## src/rtl/tq1m_pkg.sv

```systemverilog
// tq1m_pkg: shared types and constants for the tq1m DAC test bus.
//   DEF_DOUT_WIDTH : default data bus width (matches the ramp transmitter)
//   rx_state_t     : receiver checker states, for readable debug decoding
//   ST_*           : state encodings used by the checker FSM register
//   word_t         : one bus word at the default width
package tq1m_pkg;

  localparam int DEF_DOUT_WIDTH = 8;

  typedef enum logic [1:0] {
    SEED   = 2'd0,
    TRACK  = 2'd1,
    LOCKED = 2'd2
  } rx_state_t;

  localparam logic [1:0] ST_SEED   = 2'd0;
  localparam logic [1:0] ST_TRACK  = 2'd1;
  localparam logic [1:0] ST_LOCKED = 2'd2;

  typedef logic [DEF_DOUT_WIDTH-1:0] word_t;

endpackage

```

## src/rtl/dac_rx_sync.sv

```systemverilog
// dac_rx_sync: brings the asynchronous dac_clk_i / din pair into the clk
// domain and flags each falling edge of dac_clk_i.
//   clk, rst   : local clock, synchronous active-high reset
//   dac_clk_i  : received DAC clock (asynchronous)
//   din        : received data word, changes on the dac_clk_i rising edge
//   fall       : registered one-cycle strobe, a dac_clk_i fall was seen
//   word       : din as it was at the sampled fall (valid with fall)
// dac_clk_i and din pass through delay lines of identical depth, so the word
// at the end of the din line belongs to the same sample instant as the clock
// level at the end of the clock line. The fall is the mid-point of the data
// eye because din only moves on the rising edge.
module dac_rx_sync
  import tq1m_pkg::*;
#(
  parameter int DOUT_WIDTH  = DEF_DOUT_WIDTH,
  parameter int SYNC_STAGES = 2
) (
  input  logic                  clk,
  input  logic                  rst,
  input  logic                  dac_clk_i,
  input  logic [DOUT_WIDTH-1:0] din,
  output logic                  fall,
  output logic [DOUT_WIDTH-1:0] word
);

  localparam int LAST = SYNC_STAGES - 1;

  logic [SYNC_STAGES-1:0] clk_sync;
  logic [DOUT_WIDTH-1:0]  din_sync [SYNC_STAGES];
  logic                   clk_prev;
  logic                   fall_now;

  assign fall_now = clk_prev && !clk_sync[LAST];

  always_ff @(posedge clk) begin
    if (rst) begin
      // Clearing the clock line to 0 means a dac_clk_i that is high at
      // release first has to be seen high before any fall can be reported.
      clk_sync <= '0;
      clk_prev <= 1'b0;
      fall     <= 1'b0;
      word     <= '0;
      for (int i = 0; i < SYNC_STAGES; i++) begin
        din_sync[i] <= '0;
      end
    end else begin
      clk_sync    <= {clk_sync[SYNC_STAGES-2:0], dac_clk_i};
      din_sync[0] <= din;
      for (int i = 1; i < SYNC_STAGES; i++) begin
        din_sync[i] <= din_sync[i-1];
      end
      clk_prev <= clk_sync[LAST];
      fall     <= fall_now;
      if (fall_now) begin
        word <= din_sync[LAST];
      end
    end
  end

endmodule

```

## config.mk

```make
export PLATFORM = sky130hd
export DESIGN_NAME = dac_rx_sync
export DESIGN_NICKNAME = d
export VERILOG_FILES = /design/src/rtl/tq1m_pkg.sv /design/src/rtl/dac_rx_sync.sv
export SDC_FILE = /design/constraint.sdc
export NUM_CORES = 1
export LEC_CHECK = 0
export BUFFER_PORTS_ARGS = -buffer_cell sky130_fd_sc_hd__buf_2
export CAP_MARGIN = 20
export CORE_MARGIN = 2
export CORE_UTILIZATION = 45
export DETAILED_ROUTE_END_ITERATION = 10
export GPL_ROUTABILITY_DRIVEN = 0
export GPL_TIMING_DRIVEN = 0
export PLACE_DENSITY = 0.8
export SLEW_MARGIN = 20
export SYNTH_ARGS = -nofsm -noshare
export SYNTH_HDL_FRONTEND = slang
export SYNTH_SLANG_ARGS = --single-unit
```

## constraint.sdc

```tcl
create_clock -name clk -period 0.8 [get_ports clk]
set_clock_uncertainty 0.1 [all_clocks]
set_input_delay 0.12 -clock clk [delete_from_list [all_inputs] [get_ports clk]]
set_output_delay 0.12 -clock clk [all_outputs]
set_load 0.02 [all_outputs]
```

* Yosys cells after proc, flatten, opt, wreduce, memory -nomap -nowiden
Memories as Yosys holds them, arrays and structs flattened. A register that Yosys moved wholly into a read port is not among the register bits.
Cells that the tools add are included.
** Word-level totals
- Word-level logic and storage cells :: 13
- Bits in writable memories :: 16
- Output and inout bits :: 9
- Memories kept :: 1
- Register bits :: 4
- Input port bits :: 11
** Cells by class
- Reductions and logical operators :: 2
- Bitwise gates (word level) :: 2
- Multiplexer cells :: 5
** Memories
- din_sync :: words 2, width 8, read ports 2, clocked after Yosys merged registers in 1, write ports 2, line dac_rx_sync.sv:29 : logic [DOUT_WIDTH-1:0] din_sync [SYNC_STAGES];
** Operator list (number)
- $mux W8 :: 2
- $mux W1 :: 3
- $or A1 B1 Y1 :: 2
- $logic_and A1 B1 Y1 :: 1
- $logic_not A1 Y1 :: 1

* Longest topological paths before layout
Gate-level depths: netlist of run 1.
- Depth in word-level cells :: 3
- Depth in mapped cells :: 3
- Gate-level depth less buffers :: 2

* Worst setup path before layout of run 1
OpenSTA, ideal clock, no wires.
- Path kind :: reg2reg
- Start :: register clk_sync[1]
- End :: register fall
- Path buffers :: 0
- Arrival :: 0.722 ns
- Library setup time :: 0.113 ns
- Slack :: -0.135 ns
- Data required time :: 0.587 ns
- Clock period less this slack :: 0.935 ns
- Cell stages (with the launch flop) :: 3
- Cell sequence :: dfxtp_1 -> and2b_4 -> nor2b_4
** Between the ends
- Cells in the longest elaborated chain, start to end :: 2
** RTL lines
- from (decl) :: line dac_rx_sync.sv:28 : logic [SYNC_STAGES-1:0] clk_sync;
- from (signal assigned) :: line dac_rx_sync.sv:47 : clk_sync <= {clk_sync[SYNC_STAGES-2:0], dac_clk_i};
- $logic_not A1 Y1 :: line dac_rx_sync.sv:33 : assign fall_now = clk_prev && !clk_sync[LAST];
- $logic_and A1 B1 Y1 :: line dac_rx_sync.sv:33
- to (signal assigned) :: line dac_rx_sync.sv:53 : fall <= fall_now;
- to (decl) :: line dac_rx_sync.sv:22 : output logic fall,
Every way passes these cells.
A chain may end at the register's enable or synchronous reset.

* Worst setup path in the final report of run 1
- Start :: register word[6], read port of din_sync
- End :: output word[6]
** RTL lines
- from (decl) :: line dac_rx_sync.sv:23 : output logic [DOUT_WIDTH-1:0] word
No word-level cell between the ends.

==> results of run 1 <==
[how the worst max path moves through the flow]
stage	to	depth (start not counted)	from	slack [ns]
floorplan	fall$_SDFF_PP0_	2	clk_sync[1]$_SDFF_PP0_	-0.09
global placement	fall$_SDFF_PP0_	2	clk_sync[1]$_SDFF_PP0_	-0.13
detailed placement	din_sync[0][1]$_SDFF_PP0_	4	rst	-0.17
CTS	word[4]	1	word[4]$_SDFFE_PP0P_	-0.21
global route	word[5]	1	word[5]$_SDFFE_PP0P_	-0.25
finish	word[6]	1	word[6]$_SDFFE_PP0P_	-0.21
[cell usage after synthesis]
library cell	instances
and2b_4	1
buf_2	1
buf_4	2
dfxtp_1	28
nand2b_1	8
nand4bb_1	8
nor2b_1	19
nor2b_4	1
o21ai_1	8
[routing by layer]
metal | track usage | routed length, um | up-vias
met1 | 0.1551 | 687 | 273
li1 | - | - | 333
met2 | 0.2534 | 902 | 19
met5 | 0 | 0 | -
met3 | 0.03681 | 49 | 2
met4 | 0.04286 | 12 | 0
[cell families (layout without fill, tap and decap cells)]
logic type,count (synthesis),in the layout,synth area share
AOI/OAI and AO/OA,8,8,0.04432
and+or+nand+nor,37,38,0.3130
DFF,28,28,0.6205
buffers and inverters,3,43,0.02215
[sequential cells by signal, summed over array words and instances, names as in the netlist]
signal	count
clk_prev	1
clk_sync	2
din_sync	16
fall	1
word	8
[cell type report]
| cell class | instances | share of cell area |
|---|---|---|
| flip-flops and latches | 28 | 0.4360 |
| multi-input cells | 46 | 0.2637 |
| repair buffers | 36 | 0.2326 |
| clock buffers | 4 | 0.02731 |
| well taps | 27 | 0.02542 |
| plain buffers | 3 | 0.01507 |
[timing repair]
item | in CTS | in global routing
hold buffers | 9 | 0
resized for setup | 35 | 3
gates cloned | 1 | 0
endpoints found under the hold margin | 9 | 0
pin swaps | 9 | 1
setup endpoints to repair | 18 | 19
buffers inserted | 3 | 5
[worst reg2reg max path, cell delays in order, from the launching register on]
cell and delay (ns):
dfxtp_4 0.39, and2b_4 0.29, nor2b_4 0.13
[cell usage in the layout (no fill, tap or decap), drive strengths merged]
cell,count
nand2b,8
dlygate4sd3,9
and2b,2
clkbuf,4
o21ai,8
nand4bb,8
buf,30
dfxtp,28
nor2b,20
[metrics by stage]
step / area [um^2] / power, mW
5_1_grt: 1329 / 2.368
3_3_place_gp: 1035 / 1.601
2_1_floorplan: 905.9 / 1.564
6_report: 1329 / 2.275
4_1_cts: 1276 / 2.281
3_5_place_dp: 1035 / 1.609
[power by group through the flow]
stage	registers [mW]	logic, mW	clock network [mW]
6_report	1.45	0.174	0.648
5_1_grt	1.46	0.189	0.720
4_1_cts	1.45	0.169	0.659
3_5_place_dp	1.49	0.120	0
3_3_place_gp	1.49	0.114	0
2_1_floorplan	1.49	0.0751	0
==> summary.md, run 1 <==
| Metric | Value |
|---|---|
| Multi-input logic area | `350.3 um^2` |
| CP arrival | `0.79 ns` |
| Ant. Diodes | `0` |
| Starting Density | `0.4701` |
| Library cells used by synthesis | `9` |
| Max rail drop VDD | `1.219 mV` |
| Area grow syn2layout | `47.09%` |
| Hold path cells | `3` |
| Syn Nets | `87` |
| Hold EP | `word[5]$_SDFFE_PP0P_` |
| Fill cells | `147` |
| Internal power component | `1.830 mW` |
| Core Util, Final | `0.6914` |
| CP Class | `reg -> out` |
| Critical R2R Launch | `clk_sync[1]$_SDFF_PP0_` |
| Die ar. | `2382 um^2` |
| Reg2Reg Setup Slack | `-0.16 ns` |
| GRT Util Overall | `0.1382` |
| Flop pwr share | `0.639` |
| Seq/Total Area, Yosys | `0.6205` |
| Worst slew margin | `0.9051` |
| Cell Count, Final, Fillers Out | `144` |
| Dominant cells by area after synthesis | `dfxtp_1 62%, nor2b_1 13%, nand4bb_1 10%` |
| Critical path cell sequence | `buf_6` |
| Reg2reg end | `fall$_SDFF_PP0_` |
| Setup TNS | `-3.042 ns` |
| Hold WC Path Type | `in -> reg` |
| Switching Share | `0.1959` |
| Vias in the first global route | `608` |
| MaxCap Viol Count | `0` |
| Setup crit start kind | `flip-flop` |
| Post-Place Cells | `122` |
| DR vias/cell | `4.354` |
| Synthesized area per cell | `11.89 um^2` |
| Clock buffer depth | `2` |
| Clock Pin Slew Worst Setup and Hold Paths | `0.14 ns` |
| Mapped Cells | `76` |
| Least-Margin Pin Slew | `0.1424 ns` |
| Violated checks | `setup timing` |
| Hold_sp | `rst` |
| Sw power | `0.4458 mW` |
| Chip Height | `48.81 um` |
| Outcome | `finished, violations left` |
| Register Area | `579.3 um^2` |
| 1st-iter DRT viols | `10` |
| Final Hold Vio Count | `0` |
| Crit-path slowest cell | `dfxtp_2` |
| Dpl ws | `-0.1697 ns` |
| Row cnt | `16` |
| Initial antenna violation count | `0` |
| Worst path max stage delay | `0.36 ns` |
| DRT Pass-1 Iters | `4` |
| Fin nets | `129` |
| Pin count of the biggest net entering global routing | `16` |
| Setup crit end kind | `primary output` |
| Antenna-violating nets left | `0` |
| Hold Slack | `0.06958 ns` |
| Reg2reg path depth | `2` |
| Mapped Area | `903.4 um^2` |
| Comb pwr share | `0.077` |
| Achievable frequency | `992.7 MHz` |
| Area leader, netlist | `dfxtp_1` |
| Clock power share | `0.285` |
| Final setup vio count | `19` |
| DRC errors left | `0` |
| Die W | `48.81 um` |
| Ports | `20` |
| Ys Warns | `0` |
| Top delay family on crit path | `flip-flops` |
| Required @ worst endpoint | `0.58 ns` |
| CTS root buf | `clkbuf_4` |
| Clock Latency Late Sink | `0.31 ns` |
| Share of layout cells above drive strength 1 | `0.4444` |
| Routed len/inst | `11.47 um` |
| Htree depth | `1` |
| CORE AREA | `1922 um^2` |
| Fin. max-slew vios | `0` |
| Worst-path fanout max | `2` |
| Synth Register Bits | `28` |
| Total CTS buffers | `3` |
| First-pass GRT wire length | `2566 um` |
| DR vias | `627` |
| DRT Wirelength | `1651 um` |
| # port buffers | `19` |
| Final worst-path cycle share | `1.259` |
| Clock Sink Count | `28` |
| Pwr per Cell Area | `1712 nW/um^2` |
| RSZ-0062 raised after global routing | `yes` |
| Final min period | `1.007 ns` |
| Post-synth top area share | `0.6205` |
| Worst path bufs/invs | `1` |
| Total global routing overflow | `0` |
| Fin worst setup slack | `-0.2074 ns` |
| CTS tree | `done` |
| Leakage | `0.5467 nW` |
Note: power is estimated with default switching activity, not from simulation.
==> inputs of run 2 (changes only) <==
--- a/config.mk
+++ b/config.mk
@@ -6,12 +6,12 @@
 export NUM_CORES = 1
 export LEC_CHECK = 0
-export BUFFER_PORTS_ARGS = -buffer_cell sky130_fd_sc_hd__buf_2
 export CAP_MARGIN = 20
-export CORE_MARGIN = 2
-export CORE_UTILIZATION = 45
+export CORE_MARGIN = 10
+export CORE_UTILIZATION = 52
 export DETAILED_ROUTE_END_ITERATION = 10
+export DONT_BUFFER_PORTS = 1
 export GPL_ROUTABILITY_DRIVEN = 0
 export GPL_TIMING_DRIVEN = 0
-export PLACE_DENSITY = 0.8
+export PLACE_DENSITY = 0.79
 export SLEW_MARGIN = 20
 export SYNTH_ARGS = -nofsm -noshare
==> constraint.sdc (replaced) <==
create_clock -name clk -period 0.8 [get_ports clk]
set_clock_uncertainty 0.1 [all_clocks]
set_input_delay 0.12 -clock clk [delete_from_list [all_inputs] [get_ports clk]]
set_output_delay 0.12 -clock clk [all_outputs]
set_load 0.05 [all_outputs]
==> summary.md, run 2 (same netlist as run 1, synthesis figures left out) <==
| Metric | Value |
|---|---|
| RSZ-0062 raised after global routing | `yes` |
| CTS root buf | `clkbuf_4` |
| Core Util, Final | `0.6681 (-0.02326)` |
| Max FFs per register | `16 (unchanged)` |
| Required @ worst endpoint | `0.58 ns (about the same)` |
| Setup TNS | `-2.766 ns (+0.2765 ns)` |
| Area grow syn2layout | `24.93%` |
| Least-Margin Pin Slew | `0.1671 ns (+0.02476 ns)` |
| Worst slew margin | `0.8886 (-0.01651)` |
| Starting Density | `0.5348 (+0.06476)` |
| Post-Place Cells | `93 (-24%)` |
| Pwr per Cell Area | `1862 nW/um^2 (+8.8%)` |
| Setup crit end kind | `primary output` |
| Hold_sp | `rst` |
| Most common cell after layout, fill and taps aside | `nor2b_1` |
| Htree depth | `1 (unchanged)` |
| Final min period | `0.9973 ns (-0.01011 ns)` |
| GRT Util Overall | `0.09179 (-0.04646)` |
| Total CTS buffers | `3 (unchanged)` |
| DRT Pass-1 Iters | `2 (-2)` |
| DR vias/cell | `5.056 (+16%)` |
| Ports | `20 (unchanged)` |
| Clock buffer depth | `2 (unchanged)` |
| Hold WC Path Type | `in -> reg` |
| Reg2reg path depth | `2 (unchanged)` |
| Worst-path fanout max | `2 (unchanged)` |
| Final Hold Vio Count | `8 (+8)` |
| Reg2Reg Setup Slack | `-0.15 ns (about the same)` |
| Register Area | `601.8 um^2 (+3.9%)` |
| Vias in the first global route | `581 (-4.4%)` |
| Multi-input logic area | `350.3 um^2 (unchanged)` |
| Dpl ws | `-0.1576 ns (+0.01208 ns)` |
| Reg2reg end | `fall$_SDFF_PP0_` |
| Violated checks | `hold timing, setup timing` |
| Critical R2R Launch | `clk_sync[1]$_SDFF_PP0_` |
| Clock Sink Count | `28 (unchanged)` |
| Routed len/inst | `14.00 um (+22%)` |
| Final setup vio count | `19 (unchanged)` |
| Fin. max-slew vios | `0 (unchanged)` |
| Share of layout cells above drive strength 1 | `0.2857 (-0.1587)` |
| Clock Latency Late Sink | `0.31 ns (about the same)` |
| Tot Pwr | `2.102 mW (-7.6%)` |
| Setup crit start kind | `flip-flop` |
| Die ar. | `3804 um^2 (+60%)` |
| # port buffers | `0 (-19)` |
| Most frequent cells in the layout | `18 x nor2b_1, 17 x dfxtp_1, 11 x dfxtp_4, 9 x dlygate4sd3_1` |
| CP Class | `reg -> out` |
| Antenna-violating nets left | `0 (unchanged)` |
| Clock Pin Slew Worst Setup and Hold Paths | `0.13 ns (about the same)` |
| CORE AREA | `1689 um^2 (-12%)` |
| Final worst-path cycle share | `1.247 (-0.01263)` |
| CP arrival | `0.78 ns (about the same)` |
| Hold Slack | `-0.1186 ns (-0.1882 ns)` |
| Fill cells | `132 (-10%)` |
| Leakage | `0.4150 nW (-24%)` |
| Regs by FF count | `din_sync: 16 flops, word: 8 flops, clk_sync: 2 flops` |
| Row cnt | `15 (-1)` |
| CTS tree | `done` |
| Fin worst setup slack | `-0.1973 ns (+0.01011 ns)` |
| Hold path cells | `2 (-1)` |
| 1st-iter DRT viols | `1 (-9)` |
| Cell Count, Final, Fillers Out | `108 (-25%)` |
| Max rail drop VDD | `1.389 mV (+14%)` |
| DRC errors left | `0 (unchanged)` |
| First-pass GRT wire length | `2587 um (+0.82%)` |
| Die W | `61.68 um (+26%)` |
| Chip Height | `61.68 um (+26%)` |
| Initial antenna violation count | `0 (unchanged)` |
| MaxCap Viol Count | `0 (unchanged)` |
| CP Launch Point | `word[3]$_SDFFE_PP0P_` |
| Biggest register | `din_sync` |
| Outcome | `finished, violations left` |
| Achievable frequency | `1003 MHz (+1.0%)` |
| Pin count of the biggest net entering global routing | `15 (-1)` |
| Post-DP HPWL | `948 um` |
| DRT Wirelength | `1512 um (-8.4%)` |
| Ant. Diodes | `0 (unchanged)` |
| Total global routing overflow | `0 (unchanged)` |
| # hold bufs at CTS | `9 (unchanged)` |
| DR vias | `546 (-13%)` |
| Fin nets | `104 (-19%)` |
| Hold EP | `word[0]$_SDFFE_PP0P_` |
run 2: changes by cell type in the layout (fill, tap and decap cells not counted):
cell and change:
clkbuf_8 -1, buf_6 -9, dfxtp_2 -9, buf_4 -6, dfxtp_4 +9, buf_2 -10
run 2: timing repair:
item | 4_1_cts | 5_1_grt
pin swaps | 9 | 0
setup endpoints to repair | 18 | 19
setup buffers | 2 | 0
cloned | 1 | 0
gates resized for setup | 18 | 4
hold endpoints to repair | 17 | 8
run 2: power breakdown:
part	internal, mW	switching, mW
combinational	0.0908	0.0438
sequential	1.41	0.0288
clock	0.176	0.354
total	1.68	0.427
run 2: layout make-up:
| type | instances | area share |
|---|---|---|
| plain buffers | 3 | 0.01774 |
| multi-input cells | 46 | 0.3104 |
| repair buffers | 11 | 0.09978 |
| clock buffers | 3 | 0.01996 |
| flip-flops and latches | 28 | 0.5333 |
| well taps | 17 | 0.01885 |
run 2: routing by layer:
metal	up-vias	track usage	share of wire
met4	0	0.04777	0.0079
met1	246	0.08929	0.39
met5	-	0	0
li1	284	-	-
met2	14	0.1567	0.50
met3	2	0.04536	0.093
run 2: worst max-delay path by stage:
| stage | endpoint | slack [ns] | cells after the start |
|---|---|---|---|
| finish | word[3] | -0.20 | 0 |
| global route | word[3] | -0.24 | 0 |
| CTS | word[3] | -0.21 | 0 |
| detailed placement | word[3]$_SDFFE_PP0P_ | -0.16 | 2 |
| global placement | fall$_SDFF_PP0_ | -0.13 | 2 |
| floorplan | fall$_SDFF_PP0_ | -0.09 | 2 |
run 2: worst reg2reg max path, stage by stage (launching register included):
cell     delay [ns]
dfxtp_4        0.38
and2b_4        0.29
nor2b_4        0.14
run 2: per-stage QoR:
| step | hold WS [ns] | area [um^2] |
|---|---|---|
| 2_1_floorplan | 0.1482 | 915.9 |
| 3_3_place_gp | 0.1517 | 937.1 |
| 3_5_place_dp | 0.1540 | 937.1 |
| 4_1_cts | -0.1282 | 1114 |
| 5_1_grt | -0.1316 | 1129 |
| 6_report | -0.1186 | 1129 |
==> inputs of run 3 (changes only) <==
REMOVE_ABC_BUFFERS = 1   (was default)
==> summary.md, run 3 (same netlist as run 1, synthesis figures left out) <==
| Metric | Value |
|---|---|
| Outcome | `finished, violations left` |
| Violated checks | `hold timing, setup timing` |
| Worst-path fanout max | `2 (unchanged)` |
| Max FFs per register | `16 (unchanged)` |
| Post-DP HPWL | `854.5 um (-9.9%)` |
| Clock Sink Count | `28 (unchanged)` |
| Critical R2R Launch | `clk_sync[1]$_SDFF_PP0_` |
| # port buffers | `0 (unchanged)` |
| Ant. Diodes | `0 (unchanged)` |
| Setup TNS | `-3.044 ns (-0.2782 ns)` |
| Clock buffer depth | `2 (unchanged)` |
| Clock Latency Late Sink | `0.32 ns (about the same)` |
| Reg2Reg Setup Slack | `-0.17 ns (-0.02 ns)` |
| Starting Density | `0.5348 (unchanged)` |
| CP arrival | `0.79 ns (about the same)` |
| Least-Margin Pin Slew | `0.1642 ns (-0.002966 ns)` |
| DRT Wirelength | `1485 um (-1.8%)` |
| Core Util, Final | `0.6719 (+0.003704)` |
| DR vias/cell | `5.189 (+2.6%)` |
| Worst slew margin | `0.8906 (+0.001978)` |
| Post-Place Cells | `90 (-3.2%)` |
| Row cnt | `15 (unchanged)` |
| CORE AREA | `1689 um^2 (unchanged)` |
| Share of layout cells above drive strength 1 | `0.2584 (-0.02729)` |
| Die W | `61.68 um (unchanged)` |
| Antenna-violating nets left | `0 (unchanged)` |
| Pwr per Cell Area | `2140 nW/um^2 (+15%)` |
| Fin nets | `101 (-2.9%)` |
| DRT Pass-1 Iters | `4 (+2)` |
| GRT Util Overall | `0.08260 (-0.009186)` |
| Biggest register | `din_sync` |
| MaxCap Viol Count | `0 (unchanged)` |
| CTS root buf | `clkbuf_4` |
| Setup crit start kind | `flip-flop` |
| Final worst-path cycle share | `1.265 (+0.01851)` |
| Final Hold Vio Count | `19 (+11)` |
| Achievable frequency | `988.0 MHz (-1.5%)` |
| Ports | `20 (unchanged)` |
| WP depth | `0 (unchanged)` |
| Htree depth | `1 (unchanged)` |
| Fin. max-slew vios | `0 (unchanged)` |
| CTS tree | `done` |
| Total CTS buffers | `3 (unchanged)` |
| DRC errors left | `0 (unchanged)` |
| Vias in the first global route | `496 (-15%)` |
| Leakage | `0.4260 nW (+2.6%)` |
| RSZ-0062 raised after global routing | `yes` |
| CP Launch Point | `word[3]$_SDFFE_PP0P_` |
| Max rail drop VDD | `1.232 mV (-11%)` |
| Tot Pwr | `2.429 mW (+16%)` |
| Setup crit end kind | `primary output` |
| Required @ worst endpoint | `0.58 ns (about the same)` |
| Final min period | `1.012 ns (+0.01481 ns)` |
| Clock Pin Slew Worst Setup and Hold Paths | `0.14 ns (about the same)` |
| First-pass GRT wire length | `2277 um (-12%)` |
| CP Class | `reg -> out` |
| Total global routing overflow | `0 (unchanged)` |
| Area grow syn2layout | `25.62%` |
| Regs by FF count | `din_sync: 16 flops, word: 8 flops, clk_sync: 2 flops` |
| Initial antenna violation count | `0 (unchanged)` |
| Hold WC Path Type | `in -> reg` |
| Setup crit end | `word[3]` |
| Most frequent cells in the layout | `18 x nor2b_1, 17 x dfxtp_1, 11 x dfxtp_4, 9 x dlygate4sd3_1` |
| Fin worst setup slack | `-0.2121 ns (-0.01481 ns)` |
| Die ar. | `3804 um^2 (unchanged)` |
| Final setup vio count | `19 (unchanged)` |
| Cell Count, Final, Fillers Out | `106 (-1.9%)` |
| Reg2reg path depth | `2 (unchanged)` |
| Reg2reg end | `fall$_SDFF_PP0_` |
| Most common cell after layout, fill and taps aside | `nor2b_1` |
| Hold Slack | `-0.2621 ns (-0.1435 ns)` |
| 1st-iter DRT viols | `1 (unchanged)` |
| DR vias | `550 (+0.73%)` |
| Routed len/inst | `14.01 um (about the same)` |
| Pin count of the biggest net entering global routing | `37 (+22)` |
| # hold bufs at CTS | `9 (unchanged)` |
| Chip Height | `61.68 um (unchanged)` |
-- run 3: worst min path at each step --
stage / from / end / slack (ns) / cells after the start
3_5_place_dp: rst / fall$_SDFF_PP0_ / 0.09 / 1
5_1_grt: rst / clk_prev$_SDFF_PP0_ / -0.31 / 1
3_3_place_gp: rst / fall$_SDFF_PP0_ / 0.09 / 1
6_report: rst / clk_prev$_SDFF_PP0_ / -0.26 / 1
2_1_floorplan: rst / fall$_SDFF_PP0_ / 0.08 / 1
4_1_cts: rst / fall$_SDFF_PP0_ / -0.28 / 1
-- run 3: power by group --
| part | internal [mW] | switching (mW) |
|---|---|---|
| Clock | 0.507 | 0.379 |
| Sequential | 1.41 | 0.0289 |
| Combinational | 0.0831 | 0.0217 |
-- run 3: metal layers --
metal,up-vias,part of all wire,track usage
li1,276,-,-
met1,252,0.41,0.08701
met2,17,0.48,0.1274
met3,5,0.083,0.03299
met4,0,0.028,0.06688
met5,-,0,0
-- run 3: repair_timing --
item | CTS | global route
gates resized for setup | 27 | 3
pin swaps | 9 | 1
endpoints found under the setup margin | 19 | 19
endpoints found under the hold margin | 28 | 19
buffers inserted | 2 | 0
gates cloned | 1 | 0
-- run 3: area by class of cell --
| cell class | instances | area (um^2) |
|---|---|---|
| Sequential cell | 28 | 601.8 |
| Fill cell | 126 | 554.3 |
| Multi-Input combinational cell | 46 | 346.6 |
| Timing Repair Buffer | 11 | 112.6 |
| Clock inverter | 1 | 30.03 |
| Clock buffer | 3 | 22.52 |
| Tap cell | 17 | 21.27 |
-- run 3: per-stage QoR --
stage / hold slack, ns / cell area [um^2] / setup slack, ns
after floorplan: 0.08428 / 883.3 / -0.1773
after detailed placement: 0.08955 / 904.6 / -0.2539
final: -0.2621 / 1135 / -0.2121
after global routing: -0.3051 / 1135 / -0.2583
after CTS: -0.2833 / 1120 / -0.2257
after global placement: 0.08859 / 904.6 / -0.2383
